**config.mk**
```make
export PLATFORM = sky130hd
export DESIGN_NAME = keypad_scan_ctrl
export DESIGN_NICKNAME = d
export VERILOG_FILES = /design/src/rtl/keypad_scan_ctrl.sv
export SDC_FILE = /design/constraint.sdc
export NUM_CORES = 1
export LEC_CHECK = 0
export CORE_MARGIN = 2
export CORE_UTILIZATION = 45
export DETAILED_ROUTE_END_ITERATION = 10
export MAX_ROUTING_LAYER = met4
export SLEW_MARGIN = 20
export SYNTH_ARGS = -nofsm -noshare
export SYNTH_HDL_FRONTEND = slang
export SYNTH_SLANG_ARGS = --single-unit
```
**constraint.sdc**
```tcl
create_clock -name clk -period 5.02 [get_ports clk]
set_input_delay 1.004 -clock clk [delete_from_list [all_inputs] [get_ports clk]]
set_output_delay 1.004 -clock clk [all_outputs]
set_load 0.01 [all_outputs]
```
**src/rtl/keypad_scan_ctrl.sv**
```systemverilog
// -----------------------------------------------------------------------------
// keypad_scan_ctrl
//
// Row-scanning, debouncing front end for the 4x3 lock keypad. One row is
// driven low at a time; the active-low columns are double-flop synchronised
// and sampled once per scan tick. A key is accepted after DEBOUNCE_CNT
// identical samples, encoded into the 4-bit lock code and handed to the lock
// decider. Release is debounced the same way before scanning resumes.
//
// Ports:
//   clk      in  1  system clock, rising edge
//   reset_1  in  1  asynchronous active-low reset
//   col      in  3  keypad columns, active-low, asynchronous to clk
//   row      out 4  row drive, one-cold
//   Code_1   out 4  last accepted key code
//   Valid_1  out 1  one-clock strobe per accepted press
//   S_Row    out 1  high while the accepted key is held
// -----------------------------------------------------------------------------
module keypad_scan_ctrl #(
   parameter int SCAN_DIV     = 4,
   parameter int DEBOUNCE_CNT = 3
) (
   input  logic       clk,
   input  logic       reset_1,
   input  logic [2:0] col,
   output logic [3:0] row,
   output logic [3:0] Code_1,
   output logic       Valid_1,
   output logic       S_Row
);

   typedef enum logic [1:0] {
      ST_SCAN     = 2'd0,
      ST_PRESS_DB = 2'd1,
      ST_HELD     = 2'd2,
      ST_REL_DB   = 2'd3
   } state_t;

   localparam logic [15:0] DIV_LAST = 16'(SCAN_DIV - 1);
   localparam logic [7:0]  DB_DONE  = 8'(DEBOUNCE_CNT);

   state_t      state_q, state_d;
   logic [2:0]  col_meta_q;
   logic [2:0]  sc_q;
   logic [15:0] div_q;
   logic [1:0]  row_idx_q, row_idx_d;
   logic [2:0]  pat_q, pat_d;
   logic [7:0]  cnt_q, cnt_d;
   logic [3:0]  code_q, code_d;
   logic        valid_q, valid_d;

   logic        tick;
   logic        sc_idle;
   logic        sc_single;

   assign tick      = (div_q == DIV_LAST);
   assign sc_idle   = (sc_q == 3'b111);
   assign sc_single = (sc_q == 3'b110) || (sc_q == 3'b101) || (sc_q == 3'b011);

   // Column index of a single-low pattern.
   function automatic logic [1:0] col_index(input logic [2:0] pat);
      case (pat)
         3'b110:  col_index = 2'd0;
         3'b101:  col_index = 2'd1;
         3'b011:  col_index = 2'd2;
         default: col_index = 2'd0;
      endcase
   endfunction

   // Lock code for (row index, column index).
   function automatic logic [3:0] key_code(input logic [1:0] r, input logic [1:0] c);
      case ({r, c})
         4'b00_00: key_code = 4'b0001;
         4'b00_01: key_code = 4'b0010;
         4'b00_10: key_code = 4'b0011;
         4'b01_00: key_code = 4'b0100;
         4'b01_01: key_code = 4'b0101;
         4'b01_10: key_code = 4'b0110;
         4'b10_00: key_code = 4'b0111;
         4'b10_01: key_code = 4'b1000;
         4'b10_10: key_code = 4'b1001;
         4'b11_00: key_code = 4'b1011;
         4'b11_01: key_code = 4'b0000;
         4'b11_10: key_code = 4'b1010;
         default:  key_code = 4'b0000;
      endcase
   endfunction

   // State register, synchroniser and prescaler.
   always_ff @(posedge clk or negedge reset_1) begin
      if (!reset_1) begin
         state_q    <= ST_SCAN;
         col_meta_q <= 3'b111;
         sc_q       <= 3'b111;
         div_q      <= '0;
         row_idx_q  <= '0;
         pat_q      <= 3'b111;
         cnt_q      <= '0;
         code_q     <= '0;
         valid_q    <= 1'b0;
      end else begin
         state_q    <= state_d;
         col_meta_q <= col;
         sc_q       <= col_meta_q;
         div_q      <= tick ? 16'd0 : div_q + 16'd1;
         row_idx_q  <= row_idx_d;
         pat_q      <= pat_d;
         cnt_q      <= cnt_d;
         code_q     <= code_d;
         valid_q    <= valid_d;
      end
   end

   // Next-state logic. The row index is frozen outside SCAN, so it doubles
   // as the latched row of the key being debounced or held.
   always_comb begin
      state_d   = state_q;
      row_idx_d = row_idx_q;
      pat_d     = pat_q;
      cnt_d     = cnt_q;
      code_d    = code_q;
      valid_d   = 1'b0;
      if (tick) begin
         case (state_q)
            ST_SCAN: begin
               if (sc_single) begin
                  pat_d = sc_q;
                  cnt_d = 8'd1;
                  if (cnt_d == DB_DONE) begin
                     state_d = ST_HELD;
                     code_d  = key_code(row_idx_q, col_index(sc_q));
                     valid_d = 1'b1;
                  end else begin
                     state_d = ST_PRESS_DB;
                  end
               end else begin
                  row_idx_d = row_idx_q + 2'd1;
               end
            end
            ST_PRESS_DB: begin
               if (sc_q == pat_q) begin
                  cnt_d = cnt_q + 8'd1;
                  if (cnt_d == DB_DONE) begin
                     state_d = ST_HELD;
                     code_d  = key_code(row_idx_q, col_index(pat_q));
                     valid_d = 1'b1;
                  end
               end else begin
                  state_d   = ST_SCAN;
                  row_idx_d = row_idx_q + 2'd1;
               end
            end
            ST_HELD: begin
               // Anything but all-released (second key, other column) is ignored.
               if (sc_idle) begin
                  cnt_d = 8'd1;
                  if (cnt_d == DB_DONE) begin
                     state_d   = ST_SCAN;
                     row_idx_d = row_idx_q + 2'd1;
                  end else begin
                     state_d = ST_REL_DB;
                  end
               end
            end
            ST_REL_DB: begin
               if (sc_idle) begin
                  cnt_d = cnt_q + 8'd1;
                  if (cnt_d == DB_DONE) begin
                     state_d   = ST_SCAN;
                     row_idx_d = row_idx_q + 2'd1;
                  end
               end else begin
                  state_d = ST_HELD;
               end
            end
            default: state_d = ST_SCAN;
         endcase
      end
   end

   // Outputs.
   always_comb begin
      row     = ~(4'b0001 << row_idx_q);
      Code_1  = code_q;
      Valid_1 = valid_q;
      S_Row   = (state_q == ST_HELD) || (state_q == ST_REL_DB);
   end

endmodule

```
==> results.sh <==
export IMPL_cts_hold_buf=0
export IMPL_remaining_drc_errors=0
export IMPL_worst_path_setup_slack_after_routing_ns=2.279
export IMPL_vias_per_cell=5.534
export IMPL_drive_above_1_share_pct=14.80
export IMPL_crit_path_cell_trace="inv_1, ha_1, inv_1, clkdlybuf4s50_1"
export IMPL_grt_pass1_wl_microns=6872
export IMPL_ys_ff_latch=42
export IMPL_drtAntennaViolNets=0
export IMPL_detail_route_first_pass_iterations=4
export IMPL_worst_max_slew_pin_slew_ns=0.9212
export IMPL_coreArea_sq_um=4692
export IMPL_top_level_ports=15
export IMPL_fin_skew_ns=0.007790
export IMPL_placed_cells=269
export IMPL_timing_critical_path_required_ns=4.02
export IMPL_numClockSinks=42
export IMPL_route_detailed_wl_per_inst_microns=13.69
export IMPL_grt_setup_unrepaired="no"
export IMPL_final_nets=234
export IMPL_power_density_nw_per_um2=381.9
export IMPL_antenna_found_initial=0
export IMPL_area_delta_synth_final_pct=10.69
export IMPL_dpl_instance_area_sq_um=2344
export IMPL_remaining_overflow_grt=0
export IMPL_fillCellCount=430
export IMPL_fin_area_sq_um=2424
export IMPL_first_iter_violations=94
export IMPL_timing_hold_ws_ns=0.3562
export IMPL_n_diodes=0
export IMPL_final_period_utilization_pct=54.60
export IMPL_max_vdd_ir_drop_mv=0.2072
export IMPL_criticalPathCategory="reg2out"
export IMPL_finalSetupTns_ns=0
export IMPL_cts_root_buf="sky130_fd_sc_hd__clkbuf_8"
export IMPL_placement_io_buffers=14
export IMPL_synth_top_cells_by_area="sky130_fd_sc_hd__dfrtp_1, sky130_fd_sc_hd__dfstp_2, sky130_fd_sc_hd__xnor2_1"
export IMPL_cellLeakagePower_nw=1.032
export IMPL_drt_total_wl_microns=3793
export IMPL_starting_density_pct=46.67
export IMPL_slew_headroom_pct=38.59
export IMPL_rows=25
export IMPL_postCtsSetupRepairBufs=0
export IMPL_outcome="finished clean"
export IMPL_worst_setup_start_kind="flop"
export IMPL_synth_top_flop_cell="sky130_fd_sc_hd__dfrtp_1"
export IMPL_synthesis_instances=211
export IMPL_slew_violations=0
export IMPL_hold_viol_final=0
export IMPL_worst_endpoint_arrival_ns=1.74
export IMPL_routed_via_count=1533
export IMPL_unique_masters_post_synth=45
export IMPL_mappedNetlistNets=223
export IMPL_yosys_area_top_type="sky130_fd_sc_hd__dfrtp_1"
export IMPL_dp_final_hpwl_microns=2647
export IMPL_insertion_delay_ns=0.29
export IMPL_totalPowerFinal_mw=0.9255
export IMPL_fp_dieW_microns=73.76
export IMPL_reg2reg_depth=7
export IMPL_slowest_delay_ns=0.52
export IMPL_synthesis_yosys_warnings=0
export IMPL_grt_max_degree=43
export IMPL_final_core_util_pct=51.65
export IMPL_holdPathStages=0
export IMPL_worst_hold_path_type="reg2reg"
export IMPL_die_height_microns=73.76
export IMPL_report_final_setup_viol=0
export IMPL_tritoncts="built"
export IMPL_crit_path_frequent_cell="sky130_fd_sc_hd__inv_1"
export IMPL_vias_in_the_first_global_route=1470
export IMPL_synth_async_reset_ratio_pct=100.0
export IMPL_place_worst_setup_slack_ns=2.490
export IMPL_clockBufferDepth=2
export IMPL_number_of_enable_flip_flop_cells_after_synthesis=0
export IMPL_cts_reportedPaths_clkPinSlew_ns=0.07
export IMPL_synth_sequential_area_ratio_pct=48.51
export IMPL_worst_path_max_fanout=9
export IMPL_timing_final_crit_period_ns=2.741
export IMPL_synth_top_cell_area_share_pct=37.71
export IMPL_fmaxAchievable_mhz=364.9
export IMPL_stdcell_count=277
export IMPL_max_cap_viol_count=0
export IMPL_cts_buffers_inserted=5
export IMPL_ctsResizeCount=0
export IMPL_grt_use_total_pct=17.15
export IMPL_globalplace_congestion=0.8398
export IMPL_slowest_cell_on_the_critical_path="sky130_fd_sc_hd__clkdlybuf4s50_1"
export IMPL_clock_tree_htree_level_count=2
export IMPL_syn_avg_cell_area_sq_um=10.38
export IMPL_endpoint_kind="primary output"
export IMPL_netlist_area_sq_um=2190
export IMPL_floorplan_die_area_sq_um=5440
[final cells by class]
| class | instances | area (sq um) | area share, % |
|---|---|---|---|
| Clock buffer | 8 | 80.08 | 3.304 |
| Inverter | 8 | 30.03 | 1.239 |
| Multi-Input combinational cell | 151 | 1049 | 43.26 |
| Sequential cell | 42 | 1062 | 43.83 |
| Tap cell | 54 | 67.56 | 2.788 |
| Timing Repair Buffer | 14 | 135.1 | 5.576 |
[cell usage after synthesis, types with 2 or more instances]
library cell / count
sky130_fd_sc_hd__nor4_1: 5
sky130_fd_sc_hd__xor2_1: 7
sky130_fd_sc_hd__a22o_1: 3
sky130_fd_sc_hd__ha_1: 7
sky130_fd_sc_hd__xnor2_1: 16
sky130_fd_sc_hd__nor2_1: 9
sky130_fd_sc_hd__o31ai_1: 2
sky130_fd_sc_hd__nand4_1: 4
sky130_fd_sc_hd__nand2_1: 22
sky130_fd_sc_hd__nand3_1: 9
sky130_fd_sc_hd__a21oi_1: 8
sky130_fd_sc_hd__and3_1: 4
sky130_fd_sc_hd__nor3b_1: 2
sky130_fd_sc_hd__nand3b_1: 2
sky130_fd_sc_hd__o21ai_0: 12
sky130_fd_sc_hd__nand2b_1: 3
sky130_fd_sc_hd__dfstp_2: 9
sky130_fd_sc_hd__nor3_1: 4
sky130_fd_sc_hd__and4_1: 3
sky130_fd_sc_hd__dfrtp_1: 33
sky130_fd_sc_hd__mux2_2: 8
sky130_fd_sc_hd__inv_1: 8
sky130_fd_sc_hd__and2_1: 2
sky130_fd_sc_hd__clkbuf_1: 8
[routing by layer]
metal  vias to the layer above  track usage, %  routed length (microns)
met2                        24           26.09                     1787
met5                         -               -                        0
met4                         0           6.667                       65
li1                        758               -                        -
met3                         5           4.115                      125
met1                       746           22.10                     1814
[sequential cells by signal, summed over array words and instances, names as in the netlist]
register / flops
Code_1: 4
Valid_1: 1
cnt_q: 8
col_meta_q: 3
div_q: 16
pat_q: 3
row_idx_q: 2
sc_q: 3
state_q: 2
[worst max-delay path: cells and delay by family (launching register included)]
kind	cells	cell delay (ns)
DFF	1	0.51
buffers and inverters	3	0.72
adders and majority gates	1	0.22
[final timing paths]
check                                    from            to  slack [ns]
worst max-delay path             row_idx_q[0]        row[0]        2.28
worst min-delay path            col_meta_q[2]       sc_q[2]        0.36
worst max register to register       cnt_q[0]  row_idx_q[1]        2.48
worst min register to register  col_meta_q[2]       sc_q[2]        0.36
max in group asynchronous             reset_1     div_q[13]        3.60
min in group asynchronous             reset_1     Code_1[1]        0.84
[cell families (layout without fill, tap and decap cells)]
group	after synthesis	in the layout	share of synthesized area [%]
simple gates	80	80	20.69
flops	42	42	48.51
compound gates	32	32	9.201
xor+xnor	23	23	9.200
buf+inv	18	30	3.600
mux	9	9	4.800
fa+ha+maj	7	7	4.000
[power breakdown]
group / switching [mW] / internal, mW / leakage (nW)
sequential: 0.0750 / 0.389 / 0.537
combinational: 0.123 / 0.131 / 0.455
clock: 0.108 / 0.0989 / 0.0395
total: 0.306 / 0.619 / 1.03
[layout by cell type, fill, tap and decap left out, types with 2 or more instances in the layout]
cell type,netlist,routed
sky130_fd_sc_hd__xnor2_1,16,16
sky130_fd_sc_hd__o21ai_0,12,12
sky130_fd_sc_hd__o31ai_1,2,2
sky130_fd_sc_hd__nand3_1,9,9
sky130_fd_sc_hd__ha_1,7,7
sky130_fd_sc_hd__clkbuf_1,8,3
sky130_fd_sc_hd__nand4_1,4,4
sky130_fd_sc_hd__inv_1,8,8
sky130_fd_sc_hd__a22o_1,3,3
sky130_fd_sc_hd__xor2_1,7,7
sky130_fd_sc_hd__dfstp_2,9,9
sky130_fd_sc_hd__and4_1,3,3
sky130_fd_sc_hd__clkbuf_8,0,5
sky130_fd_sc_hd__a21oi_1,8,8
sky130_fd_sc_hd__dfrtp_1,33,33
sky130_fd_sc_hd__nand2b_1,3,3
sky130_fd_sc_hd__clkdlybuf4s50_1,0,13
sky130_fd_sc_hd__and2_1,2,2
sky130_fd_sc_hd__nor4_1,5,5
sky130_fd_sc_hd__nand3b_1,2,2
sky130_fd_sc_hd__nor2_1,9,9
sky130_fd_sc_hd__nor3_1,4,4
sky130_fd_sc_hd__nand2_1,22,22
sky130_fd_sc_hd__mux2_2,8,8
sky130_fd_sc_hd__and3_1,4,4
sky130_fd_sc_hd__nor3b_1,2,2
(Power assumes the default switching activity.)
